[src/rtl/fpu_seq.sv]
// fpu_seq: multi-cycle IEEE-754-style ADD/SUB/MUL/DIV core with round-to-nearest-even and exception flags.
// Latency: 4 edges for ADD/SUB/MUL, MAN_W+7 edges for DIV (accepting edge counted as the first).
// Backpressure: one operation in flight; in_ready only in IDLE, result/flags held in HOLD until out_ready.
module fpu_seq #(
   parameter int EXP_W = 8,
   parameter int MAN_W = 23
) (
   input  logic                   clk,
   input  logic                   rst_n,
   input  logic                   in_valid,
   output logic                   in_ready,
   input  logic [1:0]             opcode,
   input  logic [EXP_W+MAN_W:0]   a,
   input  logic [EXP_W+MAN_W:0]   b,
   output logic                   out_valid,
   input  logic                   out_ready,
   output logic [EXP_W+MAN_W:0]   result,
   output logic [4:0]             flags
);

   localparam int W   = 1 + EXP_W + MAN_W;
   localparam int EW  = EXP_W + 2;          // signed working exponent
   localparam int MW  = MAN_W + 5;          // {carry, int, frac, guard, round, sticky}
   localparam int SH  = MAN_W + 4;          // aligned small operand incl. G/R/S slots
   localparam int CW  = $clog2(MAN_W + 4);  // divide iteration counter
   localparam int LW  = $clog2(MW + 1);     // leading-zero count
   localparam int XW  = EW + LW;

   localparam logic [2:0] S_IDLE   = 3'd0;
   localparam logic [2:0] S_ALIGN  = 3'd1;
   localparam logic [2:0] S_DIVIDE = 3'd2;
   localparam logic [2:0] S_NORM   = 3'd3;
   localparam logic [2:0] S_ROUND  = 3'd4;
   localparam logic [2:0] S_HOLD   = 3'd5;

   localparam logic [1:0] OP_ADD = 2'b00;
   localparam logic [1:0] OP_SUB = 2'b01;
   localparam logic [1:0] OP_DIV = 2'b10;
   localparam logic [1:0] OP_MUL = 2'b11;

   localparam logic [EXP_W-1:0]    EXP_ONES = {EXP_W{1'b1}};
   localparam logic [MAN_W-1:0]    FRAC_Z   = {MAN_W{1'b0}};
   localparam logic [W-1:0]        QNAN     = {1'b0, EXP_ONES, 1'b1, {(MAN_W-1){1'b0}}};
   localparam logic signed [EW-1:0] BIAS_S  = EW'((1 << (EXP_W-1)) - 1);
   localparam logic signed [EW-1:0] EMAX_S  = EW'((1 << EXP_W) - 1);
   localparam logic signed [EW-1:0] ONE_S   = EW'(1);
   localparam logic signed [EW-1:0] ZERO_S  = EW'(0);

   logic [2:0]              state_q, state_d;
   logic [1:0]              op_q, op_d;
   logic [W-1:0]            a_q, a_d, b_q, b_d;
   logic                    sign_q, sign_d;
   logic signed [EW-1:0]    exp_q, exp_d;
   logic [MW-1:0]           man_q, man_d;
   logic                    spc_q, spc_d;
   logic [W-1:0]            spc_res_q, spc_res_d;
   logic [4:0]              spc_flg_q, spc_flg_d;
   logic [MAN_W+1:0]        rem_q, rem_d;
   logic [MAN_W+2:0]        quo_q, quo_d;
   logic [CW-1:0]           cnt_q, cnt_d;
   logic [W-1:0]            res_q, res_d;
   logic [4:0]              flg_q, flg_d;

   // Operand field decode and classification (denormals behave as zero).
   logic                    sa, sb, sbe;
   logic [EXP_W-1:0]        ea, eb;
   logic [MAN_W-1:0]        fa, fb;
   logic                    a_zero, b_zero, a_inf, b_inf, a_nan, b_nan;
   logic [MAN_W:0]          ma, mb;

   assign sa     = a_q[W-1];
   assign sb     = b_q[W-1];
   assign sbe    = sb ^ (op_q == OP_SUB);
   assign ea     = a_q[W-2:MAN_W];
   assign eb     = b_q[W-2:MAN_W];
   assign fa     = a_q[MAN_W-1:0];
   assign fb     = b_q[MAN_W-1:0];
   assign a_zero = (ea == '0);
   assign b_zero = (eb == '0);
   assign a_inf  = (ea == EXP_ONES) && (fa == '0);
   assign b_inf  = (eb == EXP_ONES) && (fb == '0);
   assign a_nan  = (ea == EXP_ONES) && (fa != '0);
   assign b_nan  = (eb == EXP_ONES) && (fb != '0);
   assign ma     = {1'b1, fa};
   assign mb     = {1'b1, fb};

   // ADD/SUB alignment: larger magnitude first, smaller shifted right with saturating sticky.
   logic                    a_ge_b, eff_sub, sat;
   logic [EXP_W-1:0]        el, es, ediff;
   logic [MAN_W:0]          ml, ms;
   logic [31:0]             shamt;
   logic [2*SH-1:0]         shv;
   logic [SH-1:0]           al;
   logic [MW-1:0]           lx, sx, sum;

   always_comb begin
      a_ge_b  = ({ea, fa} >= {eb, fb});
      eff_sub = sa ^ sbe;
      el      = a_ge_b ? ea : eb;
      es      = a_ge_b ? eb : ea;
      ml      = a_ge_b ? ma : mb;
      ms      = a_ge_b ? mb : ma;
      ediff   = el - es;
      sat     = (32'(ediff) > 32'(MAN_W + 3));
      shamt   = sat ? 32'(MAN_W + 3) : 32'(ediff);
      shv     = {ms, 3'b000, {SH{1'b0}}} >> shamt;
      al      = shv[2*SH-1:SH];
      lx      = {1'b0, ml, 3'b000};
      sx      = {1'b0, al[SH-1:1], al[0] | (|shv[SH-1:0])};
      sum     = eff_sub ? (lx - sx) : (lx + sx);
   end

   // Significand product mapped onto the working format; low bits fold into sticky.
   logic [2*MAN_W+1:0]      prod;
   logic [2*MAN_W+4:0]      pe;
   logic [MW-1:0]           mul_man;

   always_comb begin
      prod    = {{(MAN_W+1){1'b0}}, ma} * {{(MAN_W+1){1'b0}}, mb};
      pe      = {prod, 3'b000};
      mul_man = {pe[2*MAN_W+4:MAN_W+1], |pe[MAN_W:0]};
   end

   // One restoring-division step: compare, conditionally subtract, shift.
   logic                    rem_ge;
   logic [MAN_W+1:0]        diff, rem_nx;
   logic [MAN_W+2:0]        quo_nx;

   always_comb begin
      rem_ge = (rem_q >= {1'b0, mb});
      diff   = rem_ge ? (rem_q - {1'b0, mb}) : rem_q;
      rem_nx = {diff[MAN_W:0], 1'b0};
      quo_nx = {quo_q[MAN_W+1:0], rem_ge};
   end

   // Special-operand resolution; the chosen value rides through the pipeline unchanged.
   logic                    sp_hit;
   logic [W-1:0]            sp_val;
   logic [4:0]              sp_flg;

   always_comb begin
      sp_hit = 1'b0;
      sp_val = '0;
      sp_flg = '0;
      if (a_nan || b_nan) begin
         sp_hit = 1'b1;
         sp_val = QNAN;
      end else begin
         case (op_q)
            OP_MUL: begin
               if ((a_zero && b_inf) || (a_inf && b_zero)) begin
                  sp_hit = 1'b1; sp_val = QNAN; sp_flg = 5'b10000;
               end else if (a_inf || b_inf) begin
                  sp_hit = 1'b1; sp_val = {sa ^ sb, EXP_ONES, FRAC_Z};
               end else if (a_zero || b_zero) begin
                  sp_hit = 1'b1; sp_val = {sa ^ sb, {(W-1){1'b0}}};
               end
            end
            OP_DIV: begin
               if ((a_zero && b_zero) || (a_inf && b_inf)) begin
                  sp_hit = 1'b1; sp_val = QNAN; sp_flg = 5'b10000;
               end else if (a_inf) begin
                  sp_hit = 1'b1; sp_val = {sa ^ sb, EXP_ONES, FRAC_Z};
               end else if (b_zero) begin
                  sp_hit = 1'b1; sp_val = {sa ^ sb, EXP_ONES, FRAC_Z}; sp_flg = 5'b01000;
               end else if (b_inf || a_zero) begin
                  sp_hit = 1'b1; sp_val = {sa ^ sb, {(W-1){1'b0}}};
               end
            end
            default: begin
               if (a_inf && b_inf) begin
                  sp_hit = 1'b1;
                  if (sa != sbe) begin
                     sp_val = QNAN; sp_flg = 5'b10000;
                  end else begin
                     sp_val = {sa, EXP_ONES, FRAC_Z};
                  end
               end else if (a_inf) begin
                  sp_hit = 1'b1; sp_val = {sa, EXP_ONES, FRAC_Z};
               end else if (b_inf) begin
                  sp_hit = 1'b1; sp_val = {sbe, EXP_ONES, FRAC_Z};
               end else if (a_zero && b_zero) begin
                  sp_hit = 1'b1; sp_val = {sa & sbe, {(W-1){1'b0}}};
               end else if (a_zero) begin
                  sp_hit = 1'b1; sp_val = {sbe, b_q[W-2:0]};
               end else if (b_zero) begin
                  sp_hit = 1'b1; sp_val = a_q;
               end
            end
         endcase
      end
   end

   // Leading-zero count below the carry bit, used to undo cancellation.
   logic [LW-1:0]           lz;
   logic                    found;
   logic signed [XW-1:0]    exp_lz;

   always_comb begin
      lz    = '0;
      found = 1'b0;
      for (int i = MW-2; i >= 0; i--) begin
         if (!found) begin
            if (man_q[i]) found = 1'b1;
            else          lz    = lz + 1'b1;
         end
      end
      exp_lz = {{LW{exp_q[EW-1]}}, exp_q} - {{EW{1'b0}}, lz};
   end

   // Round to nearest even, then range-check the exponent.
   logic                    g_b, r_b, s_b, rup, inx;
   logic [MAN_W+1:0]        sig;
   logic signed [EW-1:0]    exp_r;
   logic [MAN_W-1:0]        frac_r;
   logic [W-1:0]            rnd_val;
   logic [4:0]              rnd_flg;

   always_comb begin
      g_b    = man_q[2];
      r_b    = man_q[1];
      s_b    = man_q[0];
      inx    = g_b | r_b | s_b;
      rup    = g_b & (r_b | s_b | man_q[3]);
      sig    = {1'b0, man_q[MW-2:3]} + {{(MAN_W+1){1'b0}}, rup};
      exp_r  = exp_q + $signed({{(EW-1){1'b0}}, sig[MAN_W+1]});
      frac_r = sig[MAN_W+1] ? sig[MAN_W:1] : sig[MAN_W-1:0];
      if (spc_q) begin
         rnd_val = spc_res_q;
         rnd_flg = spc_flg_q;
      end else if (man_q == '0) begin
         rnd_val = '0;
         rnd_flg = '0;
      end else if (exp_r >= EMAX_S) begin
         rnd_val = {sign_q, EXP_ONES, FRAC_Z};
         rnd_flg = 5'b00101;
      end else if (exp_r <= ZERO_S) begin
         rnd_val = {sign_q, {(W-1){1'b0}}};
         rnd_flg = 5'b00011;
      end else begin
         rnd_val = {sign_q, exp_r[EXP_W-1:0], frac_r};
         rnd_flg = {4'b0000, inx};
      end
   end

   // Sequencer: next-state for the FSM and all datapath registers.
   always_comb begin
      state_d   = state_q;
      op_d      = op_q;
      a_d       = a_q;
      b_d       = b_q;
      sign_d    = sign_q;
      exp_d     = exp_q;
      man_d     = man_q;
      spc_d     = spc_q;
      spc_res_d = spc_res_q;
      spc_flg_d = spc_flg_q;
      rem_d     = rem_q;
      quo_d     = quo_q;
      cnt_d     = cnt_q;
      res_d     = res_q;
      flg_d     = flg_q;
      case (state_q)
         S_IDLE: begin
            if (in_valid) begin
               op_d    = opcode;
               a_d     = a;
               b_d     = b;
               state_d = S_ALIGN;
            end
         end
         S_ALIGN: begin
            spc_d     = sp_hit;
            spc_res_d = sp_val;
            spc_flg_d = sp_flg;
            case (op_q)
               OP_MUL: begin
                  sign_d  = sa ^ sb;
                  exp_d   = $signed({2'b00, ea}) + $signed({2'b00, eb}) - BIAS_S;
                  man_d   = mul_man;
                  state_d = S_NORM;
               end
               OP_DIV: begin
                  sign_d  = sa ^ sb;
                  exp_d   = $signed({2'b00, ea}) - $signed({2'b00, eb}) + BIAS_S;
                  rem_d   = {1'b0, ma};
                  quo_d   = '0;
                  cnt_d   = '0;
                  state_d = S_DIVIDE;
               end
               default: begin
                  sign_d  = a_ge_b ? sa : sbe;
                  exp_d   = $signed({2'b00, el});
                  man_d   = sum;
                  state_d = S_NORM;
               end
            endcase
         end
         S_DIVIDE: begin
            rem_d = rem_nx;
            quo_d = quo_nx;
            cnt_d = cnt_q + 1'b1;
            if (cnt_q == CW'(MAN_W + 2)) begin
               man_d   = {1'b0, quo_nx, |diff};
               state_d = S_NORM;
            end
         end
         S_NORM: begin
            if (man_q[MW-1]) begin
               man_d = {1'b0, man_q[MW-1:2], man_q[1] | man_q[0]};
               exp_d = exp_q + ONE_S;
            end else if (!man_q[MW-2] && (man_q != '0)) begin
               man_d = man_q << lz;
               exp_d = (exp_lz[XW-1] || (exp_lz == '0)) ? ZERO_S : exp_lz[EW-1:0];
            end
            state_d = S_ROUND;
         end
         S_ROUND: begin
            res_d   = rnd_val;
            flg_d   = rnd_flg;
            state_d = S_HOLD;
         end
         S_HOLD: begin
            if (out_ready) state_d = S_IDLE;
         end
         default: state_d = S_IDLE;
      endcase
   end

   // State registers with synchronous active-low reset; reset discards any in-flight op.
   always_ff @(posedge clk) begin
      if (!rst_n) begin
         state_q   <= S_IDLE;
         op_q      <= '0;
         a_q       <= '0;
         b_q       <= '0;
         sign_q    <= 1'b0;
         exp_q     <= '0;
         man_q     <= '0;
         spc_q     <= 1'b0;
         spc_res_q <= '0;
         spc_flg_q <= '0;
         rem_q     <= '0;
         quo_q     <= '0;
         cnt_q     <= '0;
         res_q     <= '0;
         flg_q     <= '0;
      end else begin
         state_q   <= state_d;
         op_q      <= op_d;
         a_q       <= a_d;
         b_q       <= b_d;
         sign_q    <= sign_d;
         exp_q     <= exp_d;
         man_q     <= man_d;
         spc_q     <= spc_d;
         spc_res_q <= spc_res_d;
         spc_flg_q <= spc_flg_d;
         rem_q     <= rem_d;
         quo_q     <= quo_d;
         cnt_q     <= cnt_d;
         res_q     <= res_d;
         flg_q     <= flg_d;
      end
   end

   assign in_ready  = (state_q == S_IDLE);
   assign out_valid = (state_q == S_HOLD);
   assign result    = res_q;
   assign flags     = flg_q;

endmodule

[config.mk]
export PLATFORM = sky130hd
export DESIGN_NAME = fpu_seq
export DESIGN_NICKNAME = d
export VERILOG_FILES = /design/src/rtl/fpu_seq.sv
export SDC_FILE = /design/constraint.sdc
export NUM_CORES = 2
export LEC_CHECK = 0
export ABC_AREA = 1
export BUFFER_PORTS_ARGS = -buffer_cell sky130_fd_sc_hd__buf_4
export CAP_MARGIN = 20
export CELL_PAD_IN_SITES_DETAIL_PLACEMENT = 1
export CELL_PAD_IN_SITES_GLOBAL_PLACEMENT = 1
export CORE_UTILIZATION = 50
export CTS_CLUSTER_DIAMETER = 150
export CTS_CLUSTER_SIZE = 30
export DETAILED_ROUTE_END_ITERATION = 8
export GPL_TIMING_DRIVEN = 0
export PLACE_DENSITY = 0.92
export RECOVER_POWER = 50
export REMOVE_ABC_BUFFERS = 1
export SETUP_SLACK_MARGIN = 0.3
export SYNTH_ARGS = -nofsm -noshare
export SYNTH_HDL_FRONTEND = slang
export SYNTH_SLANG_ARGS = --single-unit
[constraint.sdc]
create_clock -name clk -period 47.4 [get_ports clk]
set_clock_uncertainty 0.15 [all_clocks]
set_input_delay 2.37 -clock clk [delete_from_list [all_inputs] [get_ports clk]]
set_output_delay 2.37 -clock clk [all_outputs]
set_load 0.02 [all_outputs]
==> results.toml <==
[synthesis]
synth_ff_type = "dfxtp_1"
synth.area.top_cells = "fa_1 (23%), nand2_1 (14%), dfxtp_1 (11%)"
synthCells = 6243
ys_warn_count = 0
synth_top_area_cell = "fa_1"
synthArstFlopShare_pct = 0
avgSynthCellArea_um2 = 6.69
syn_area_um2 = 41800
ys_seq_elements = 235
synth_common_cells = "nand2_1 (1,573), inv_1 (1,219), fa_1 (487)"
synth.distinct_cells = 65
synthMostInstantiatedCell = "nand2_1"
synth.top_cell.area_share_pct = 23.3
synth_edf_count = 0
synth-seq-area-share_pct = 11.3

[timing]
setup_tns_ns = 0
relSlewSlack_pct = -197
finalSetupViolCount = 0
worst_slew_pin_slew_ns = 4.45
period_share_pct = 39.2
fmax_mhz = 53.9
rsz0062_at_grt = "false"
slew_violations = 215
period_needed_ns = 18.57
finalHoldViolCount = 0

[setup_path]
worst-path-buf-inv = 16
crit_path_frequent_cell = "ha_1"
max_stage_delay_ns = 0.55
cpLargestDelayFamily = "adder cells"
ff2ff_path_depth = 101
r2r_slack_ns = 28.83
cp.depth = 101
r2r_end = "exp_q[2]$_SDFFE_PN0P_"
cp-start-kind = "register"
end_kind = "register"
cp_data_required_time_ns = 47.65
crit_fanout = 33
crit_type = "register to register"
cp_slowest_cell = "fa_1"
crit-reg2reg-launch = "man_q[24]$_SDFFE_PN0P_"
worstPathArrival_ns = 18.81

[clock_network]
htree_levels = 1
post-cts-setup-buffers = 0
path_clk_slew_ns = 0.12
cts_tree = "yes"
numCtsBuffers = 12
clk_latency_ns = 0.58
cts_hold_buf = 0
ctsResizeCount = 0
cts_sinks = 235
clockBufferDepth = 3
clock-root-buffer = "clkbuf_16"

[detailed_routing]
drtIter0Drc = 3712
via_per_inst = 6.08
ant_nets = 0
first_pass_iters = 6
wl_per_cell_um = 24.1
wl_mm = 173
vias = 43700
drc_errors = 0

[floorplanning]
start_util_pct = 50.7
io_pins = 109
core_area_um2 = 82400
die_height_um = 291
die-area_um2 = 84700
rows = 105
die_w_um = 291

[flow_run]
max_cap_viol_count = 3

[layout]
syn_to_final_growth_pct = 5.76
regArea_um2 = 4730
n_fill_cell = 11000
multi_input_area_um2 = 31200
final_nets = 7020
drive_above_1_share_pct = 4.61

[worst_hold_path]
whs_endpoint = "quo_q[4]$_SDFFE_PN0P_"
min_path_cells = 2
min-delay-start = "quo_q[4]$_SDFFE_PN0P_"
holdCritPathClass = "register to register"

[run_status]
violations = "max-capacitance violations, max-slew violations"
outcome = "finished, violations left"

[global_route]
grt_usage_pct = 40.5
grt_overflow = 0
antenna_found_initial = 2
grt_pass1_wl_mm = 267
grt_pass1_vias = 46800
grt_max_degree = 128

[place]
place.gp.congestion = 0.979
io_buffer_count = 108
dp_hpwl_mm = 138
-- cell type report --
type	count	area share, %
Antenna cell	2	0.0113
Clock buffer	13	0.736
Clock inverter	3	0.0991
Inverter	1253	10.6
Multi-Input combinational cell	4455	70.7
Sequential cell	235	10.7
Tap cell	1070	3.03
Timing Repair Buffer	157	4.11
-- per-stage QoR --
step | cells | worst slack (ns) | utilization [%] | hold WS (ns) | instance area [um^2]
after floorplan | 5943 | 32.05 | - | 0.287 | 40600
after global placement | 7121 | 29.69 | 51.9 | 0.299 | 42700
after detailed placement | 7164 | 29.09 | 53.2 | 0.306 | 43900
after CTS | 7180 | 28.97 | 53.7 | 0.323 | 44200
after global routing | 7186 | 27.30 | 53.6 | 0.342 | 44200
final | 7188 | 28.83 | 53.6 | 0.321 | 44200
-- logic make-up after synthesis --
group                      synth area share, %
muxes                                   0.0240
adders and majority gates                 33.8
and+or+nand+nor                           24.0
DFF                                       11.3
xor gates and xnor gates                  1.95
buffers and inverters                     14.1
AOI/OAI and AO/OA                         14.8
-- registers in the layout, indices dropped and copies added, names as in the netlist, 2 cells and up --
| name | flops |
|---|---|
| a_q | 32 |
| flags | 5 |
| quo_q | 25 |
| exp_q | 10 |
| spc_res_q | 32 |
| man_q | 28 |
| op_q | 2 |
| cnt_q | 5 |
| b_q | 32 |
| spc_flg_q | 2 |
| result | 32 |
| rem_q | 25 |
| state_q | 3 |
-- worst min-delay path: cells and delay by family, from the launching register on --
family / cells / cell delay [ns]
AOI/OAI and AO/OA: 1 / 0.05
DFF: 1 / 0.33
and+or+nand+nor: 1 / 0.06
-- worst max-delay path by stage --
stage	from	slack (ns)	endpoint
finish	man_q[24]$_SDFFE_PN0P_	28.83	exp_q[2]$_SDFFE_PN0P_
global route	man_q[24]$_SDFFE_PN0P_	27.30	exp_q[2]$_SDFFE_PN0P_
floorplan	man_q[24]$_SDFFE_PN0P_	32.05	exp_q[8]$_SDFFE_PN0P_
detailed placement	man_q[24]$_SDFFE_PN0P_	29.09	exp_q[2]$_SDFFE_PN0P_
global placement	man_q[24]$_SDFFE_PN0P_	29.69	exp_q[2]$_SDFFE_PN0P_
CTS	man_q[24]$_SDFFE_PN0P_	28.97	exp_q[2]$_SDFFE_PN0P_
-- placed cells by master (no fill, tap or decap), types with 22 or more instances in the layout --
cell and count:
nand2_1 1571, inv_1 1219, fa_1 487, a21oi_1 461, o21ai_0 395, ha_1 349
nor2_1 309, nand3_1 303, dfxtp_1 212, buf_4 78, xor2_1 68, nand4_1 59
o21ai_1 47, a31oi_1 40, nor3_1 38, buf_16 35, clkbuf_1 33, o22ai_1 32
inv_2 29, xnor2_1 25, nor4_1 23, dfxtp_2 23, a32oi_1 22
-- layer usage --
layer	routed length [um]	GRT usage, %	vias to the layer above
li1	-	-	19300
met3	14700	7.08	852
met1	64500	47.5	21400
met5	14	0	-
met4	14200	28.6	2
met2	80000	67.1	2205
Power is not shown: default switching activity piles up to over one toggle a cycle in this logic, so the estimate is an artifact.
